<file path="src/rtl/konwersja_pipe.sv">
// ---------------------------------------------------------------------------
// konwersja_pipe -- two-stage, valid/ready number-format converter.
//
// Stage 1 captures the operand and mode. Stage 2 holds the converted word and
// its error flag until downstream takes it. A saturating counter tracks how
// many error results have been delivered.
//
// Modes:
//   00  pass-through
//   01  two's complement  -> sign-magnitude   (most negative saturates, error)
//   10  sign-magnitude    -> two's complement (negative zero maps to 0)
//   11  two's complement  -> one's complement (most negative saturates, error)
//
// Ports:
//   i_clk, i_rst        clock, synchronous active-high reset
//   i_valid / o_ready   input handshake, carries i_mode and i_argA
//   o_valid / i_ready   output handshake, carries o_result and o_error
//   i_err_clr           clears o_err_cnt (wins over a same-edge increment)
//   o_err_cnt           saturating count of delivered error results
// ---------------------------------------------------------------------------
module konwersja_pipe #(
    parameter int WIDTH = 32,
    parameter int CNT_W = 8
) (
    input  logic             i_clk,
    input  logic             i_rst,
    input  logic             i_valid,
    output logic             o_ready,
    input  logic [1:0]       i_mode,
    input  logic [WIDTH-1:0] i_argA,
    output logic             o_valid,
    input  logic             i_ready,
    output logic [WIDTH-1:0] o_result,
    output logic             o_error,
    input  logic             i_err_clr,
    output logic [CNT_W-1:0] o_err_cnt
);

    localparam logic [WIDTH-1:0] MOST_NEG = {1'b1, {(WIDTH-1){1'b0}}};
    localparam logic [WIDTH-1:0] ONE_W    = WIDTH'(1);
    localparam logic [CNT_W-1:0] ONE_C    = CNT_W'(1);

    // Stage 1
    logic             r_s1_valid;
    logic [1:0]       r_s1_mode;
    logic [WIDTH-1:0] r_s1_arg;

    // Stage 2 / outputs
    logic             r_o_valid;
    logic [WIDTH-1:0] r_result;
    logic             r_error;
    logic [CNT_W-1:0] r_err_cnt;

    logic             w_s1_advance;
    logic             w_ready;
    logic             w_deliver;
    logic [WIDTH-1:0] w_res;
    logic             w_err;
    logic [WIDTH-1:0] w_neg;      // two's complement negation of the operand
    logic [WIDTH-1:0] w_sm_neg;   // -magnitude of a sign-magnitude operand
    logic             w_is_min;

    // Stage 2 can take a new word when it is empty or being drained.
    assign w_s1_advance = !r_o_valid || i_ready;
    assign w_ready      = !r_s1_valid || w_s1_advance;
    assign w_deliver    = r_o_valid && i_ready;

    assign w_neg    = -r_s1_arg;
    assign w_sm_neg = -{1'b0, r_s1_arg[WIDTH-2:0]};
    assign w_is_min = (r_s1_arg == MOST_NEG);

    always_comb begin
        w_res = r_s1_arg;
        w_err = 1'b0;
        case (r_s1_mode)
            2'b01: begin
                if (r_s1_arg[WIDTH-1]) begin
                    if (w_is_min) begin
                        // Magnitude 2^(WIDTH-1) does not fit; clamp to the
                        // most negative sign-magnitude value.
                        w_res = '1;
                        w_err = 1'b1;
                    end else begin
                        w_res = {1'b1, w_neg[WIDTH-2:0]};
                    end
                end
            end
            2'b10: begin
                // Negative zero falls out naturally as -0 = 0.
                if (r_s1_arg[WIDTH-1]) w_res = w_sm_neg;
            end
            2'b11: begin
                if (r_s1_arg[WIDTH-1]) begin
                    if (w_is_min) begin
                        // argA-1 would wrap positive; hold at the most
                        // negative code instead.
                        w_res = MOST_NEG;
                        w_err = 1'b1;
                    end else begin
                        w_res = r_s1_arg - ONE_W;
                    end
                end
            end
            default: ;
        endcase
    end

    always_ff @(posedge i_clk) begin
        if (i_rst) begin
            r_s1_valid <= 1'b0;
            r_s1_mode  <= 2'b00;
            r_s1_arg   <= '0;
        end else if (w_ready) begin
            r_s1_valid <= i_valid;
            if (i_valid) begin
                r_s1_mode <= i_mode;
                r_s1_arg  <= i_argA;
            end
        end
    end

    always_ff @(posedge i_clk) begin
        if (i_rst) begin
            r_o_valid <= 1'b0;
            r_result  <= '0;
            r_error   <= 1'b0;
        end else if (w_s1_advance) begin
            r_o_valid <= r_s1_valid;
            if (r_s1_valid) begin
                r_result <= w_res;
                r_error  <= w_err;
            end
        end
    end

    always_ff @(posedge i_clk) begin
        if (i_rst || i_err_clr) begin
            r_err_cnt <= '0;
        end else if (w_deliver && r_error && (r_err_cnt != '1)) begin
            r_err_cnt <= r_err_cnt + ONE_C;
        end
    end

    assign o_ready   = w_ready;
    assign o_valid   = r_o_valid;
    assign o_result  = r_result;
    assign o_error   = r_error;
    assign o_err_cnt = r_err_cnt;

endmodule
</file>
<file path="config.mk">
export PLATFORM = sky130hd
export DESIGN_NAME = konwersja_pipe
export DESIGN_NICKNAME = d
export VERILOG_FILES = /design/src/rtl/konwersja_pipe.sv
export SDC_FILE = /design/constraint.sdc
export NUM_CORES = 1
export LEC_CHECK = 0
export BUFFER_PORTS_ARGS = -buffer_cell sky130_fd_sc_hd__buf_2
export CAP_MARGIN = 0
export CORE_MARGIN = 2
export CORE_UTILIZATION = 50
export CTS_CLUSTER_DIAMETER = 80
export DETAILED_ROUTE_END_ITERATION = 8
export PLACE_DENSITY = 0.72
export SLEW_MARGIN = 20
export SYNTH_ARGS = -nofsm -noshare
export SYNTH_HDL_FRONTEND = slang
export SYNTH_SLANG_ARGS = --single-unit
</file>
<file path="constraint.sdc">
create_clock -name i_clk -period 4.9 [get_ports i_clk]
set_input_delay 0.735 -clock i_clk [delete_from_list [all_inputs] [get_ports i_clk]]
set_output_delay 0.735 -clock i_clk [all_outputs]
set_load 0.02 [all_outputs]
</file>
==> results_dict.tcl <==
set metrics [dict create \
    status "finished clean" \
    clockPowerShare_pct 32.9 \
    drt_iter0_markers 394 \
    worstMarginPinSlew_ns 1.07 \
    core_mm2 0.00928 \
    htree_levels 3 \
    slew_violations 0 \
    synth-edff-count 0 \
    layout.nets 748 \
    viasPerCell 6.20 \
    ys.flop_type "dfxtp_1" \
    grt.total_usage_pct 30.0 \
    ctsHoldBuffers 0 \
    finalSetupViolations 0 \
    synth_top_cell_area_share_pct 32.0 \
    synth_nets 700 \
    die_h_um 102 \
    clkTransAtPathRegs_ns 0.09 \
    power.leakage_nw 2.06 \
    min_period_ns 3.12 \
    post_cts_resized 0 \
    hold_viol_final 0 \
    cts_buffer_depth 2 \
    post_drt_wl_per_cell_um 18.1 \
    diodes 0 \
    power_frac_seq_pct 46.0 \
    rows 35 \
    multi_input_area_mm2 0.00304 \
    antenna_found_initial 0 \
    io_pins 82 \
    hold_ws_ns 0.444 \
    synth_largest_area_cell "dfxtp_1" \
    cts_num_sinks 77 \
    synth_cell_types 71 \
    io_buffer_count 81 \
    cts-root-buf "clkbuf_8" \
    fin_util_pct 58.6 \
    tritoncts "built" \
    use_met2_pct 46.0 \
    crit_fanout 11 \
    ir_drop_uv 135 \
    gp_congestion 0.945 \
    start_util_pct 51.9 \
    dieArea_mm2 0.0104 \
    area_growth_pct 12.9 \
    numCtsBuffers 9 \
    layout_setup_ws_ns 1.78 \
    fmax_mhz 321 \
    yosysSeqAreaShare_pct 32.0 \
    grt_max_degree 48 \
    setup_tns_ns 0 \
    grt-ovfl-total 0 \
    slew_headroom_pct 28.3 \
    crit_path_start_kind "register" \
    dpl_cell_area_mm2 0.00524 \
    grt.busiest_layer "met2" \
    fin_skew_ns 0.00838 \
    hpwl_mm 10.6 \
    ff_latch_area_mm2 0.00154 \
    final_cell_area_mm2 0.00544 \
    grt_pass1_vias 4882 \
    use_met1_pct 42.5 \
    die_x_um 102 \
    cp.required_ns 5.19 \
    ant_nets 0 \
    p_int_mw 1.02 \
    drt-pass1-iter-count 5 \
    ys_ff_latch 77 \
    finalCritPeriodShare_pct 63.6 \
    switching_share_pct 33.4 \
    dp_slack_ns 1.88 \
    synth_area_mm2 0.00482 \
    use_met3_pct 4.92 \
    synthTopCellsByArea "dfxtp_1, nand2_1, a21oi_1, o21ai_0, nor2_1" \
    avgSynthCellArea_um2 7.31 \
    syn-instance-count 659 \
    combPwrFrac_pct 21.1 \
    vias 5212 \
    pwr_density_cell_mw_per_mm2 282 \
    drt-total-wl_mm 15.2 \
    critical_path_arrival_ns 3.41 \
    num-fill-cells 876 \
    p_switching_mw 0.512 \
    grt_pass1_wl_mm 24.5 \
    path_class "reg2reg" \
    max_cap_violations 0 \
    cp-end-kind "register" \
    postCtsSetupBuffers 0 \
    drive_gt1_share_pct 19.4 \
    clk_latency_ns 0.37 \
    rsz0062_at_grt "false" \
    synth_warnings 0 \
    async_flop_share_pct 0 \
    drc 0 \
    hold_class "reg2reg" \
]
[power groups by stage]
stage / logic, mW / registers (mW) / clock network [mW]
finish: 0.324 / 0.705 / 0.504
global route: 0.355 / 0.709 / 0.534
CTS: 0.319 / 0.702 / 0.510
detailed placement: 0.318 / 0.717 / 0
global placement: 0.311 / 0.716 / 0
floorplan: 0.226 / 0.712 / 0
[state kept, by name (all words and copies together), names as in the netlist]
name and count:
r_s1_valid 1, r_s1_mode 2, r_s1_arg 32, o_valid 1
o_error 1, o_result 32, o_err_cnt 8
[metrics by stage]
step           total power [mW]  std cells
2_1_floorplan             0.938        659
3_3_place_gp               1.03        825
3_5_place_dp               1.03        825
4_1_cts                    1.53        841
5_1_grt                    1.60        841
6_report                   1.53        841
[worst max-delay path, stage by stage, from the launching register on]
cell	delay, ns
dfxtp_1	0.37
inv_1	0.11
ha_1	0.28
nor3b_2	0.39
nand3_1	0.42
or3_1	0.66
a21oi_4	0.44
o22ai_1	0.17
a211oi_2	0.20
[kinds of logic (layout without fill, tap and decap cells)]
logic type	after synthesis	after routing	synth area share (%)
buf+inv	62	115	5.12
compound gates	184	184	24.9
flops	77	77	32.0
fa+ha+maj	2	2	0.519
simple gates	300	300	30.8
mux	14	14	3.04
xor+xnor	20	20	3.64
[layer usage]
metal,routed length (um),vias to the layer above
met5,0,-
met4,339,0
met3,1360,27
met2,6850,294
met1,6660,2431
li1,-,2460
[final cells by class]
cell class | count | area share (%)
Clock inverter | 6 | 1.13
Tap cell | 129 | 2.97
Timing Repair Buffer | 88 | 8.42
Clock buffer | 10 | 2.53
Sequential cell | 77 | 28.3
Inverter | 11 | 0.759
Multi-Input combinational cell | 520 | 55.8
[cell usage after synthesis (3+ instances only)]
cell type / number
buf_1: 3
or4_1: 3
nand2_1: 128
nor2_1: 56
mux2i_1: 9
o31ai_1: 8
o21ai_1: 4
o21ai_0: 48
or2_2: 5
xor2_1: 4
a22o_1: 3
nor4_4: 4
nand2b_1: 6
o2111ai_1: 3
a221oi_2: 3
xnor2_1: 16
dfxtp_1: 77
a21oi_1: 53
o21a_1: 5
or3_1: 18
and3_1: 3
clkbuf_1: 42
a211oi_1: 8
a311oi_1: 5
mux2_2: 5
and2_1: 3
inv_1: 10
nor4_2: 4
nand3_1: 21
buf_2: 4
nor4_1: 8
nand4_1: 6
a31oi_1: 10
nor2b_1: 4
nor3_1: 21
[worst paths after layout]
kind         slack, ns  cells after the start                         to                      from
max reg2reg       1.78                      8  o_result[10]$_SDFFE_PP0P_  r_s1_arg[0]$_SDFFE_PP0P_
max               1.78                      8  o_result[10]$_SDFFE_PP0P_  r_s1_arg[0]$_SDFFE_PP0P_
min reg2reg       0.44                      2   o_result[4]$_SDFFE_PP0P_  o_result[4]$_SDFFE_PP0P_
min               0.44                      2   o_result[4]$_SDFFE_PP0P_  o_result[4]$_SDFFE_PP0P_
[layout by cell type (no fill, tap or decap), types with 5 or more instances in the layout]
cell type	n
a311oi_1	5
nor2_1	56
xnor2_1	16
or3_1	18
nor3_1	21
o21ai_0	48
a31oi_1	10
nand4_1	6
or2_2	5
clkbuf_8	10
o21a_1	5
inv_1	10
buf_2	81
a21oi_1	53
dfxtp_1	77
mux2i_1	9
buf_4	7
nor4_1	8
nand2_1	127
nand3_1	21
o31ai_1	8
mux2_2	5
a211oi_1	8
nand2b_1	6
Note: power is estimated with default switching activity, not from simulation.
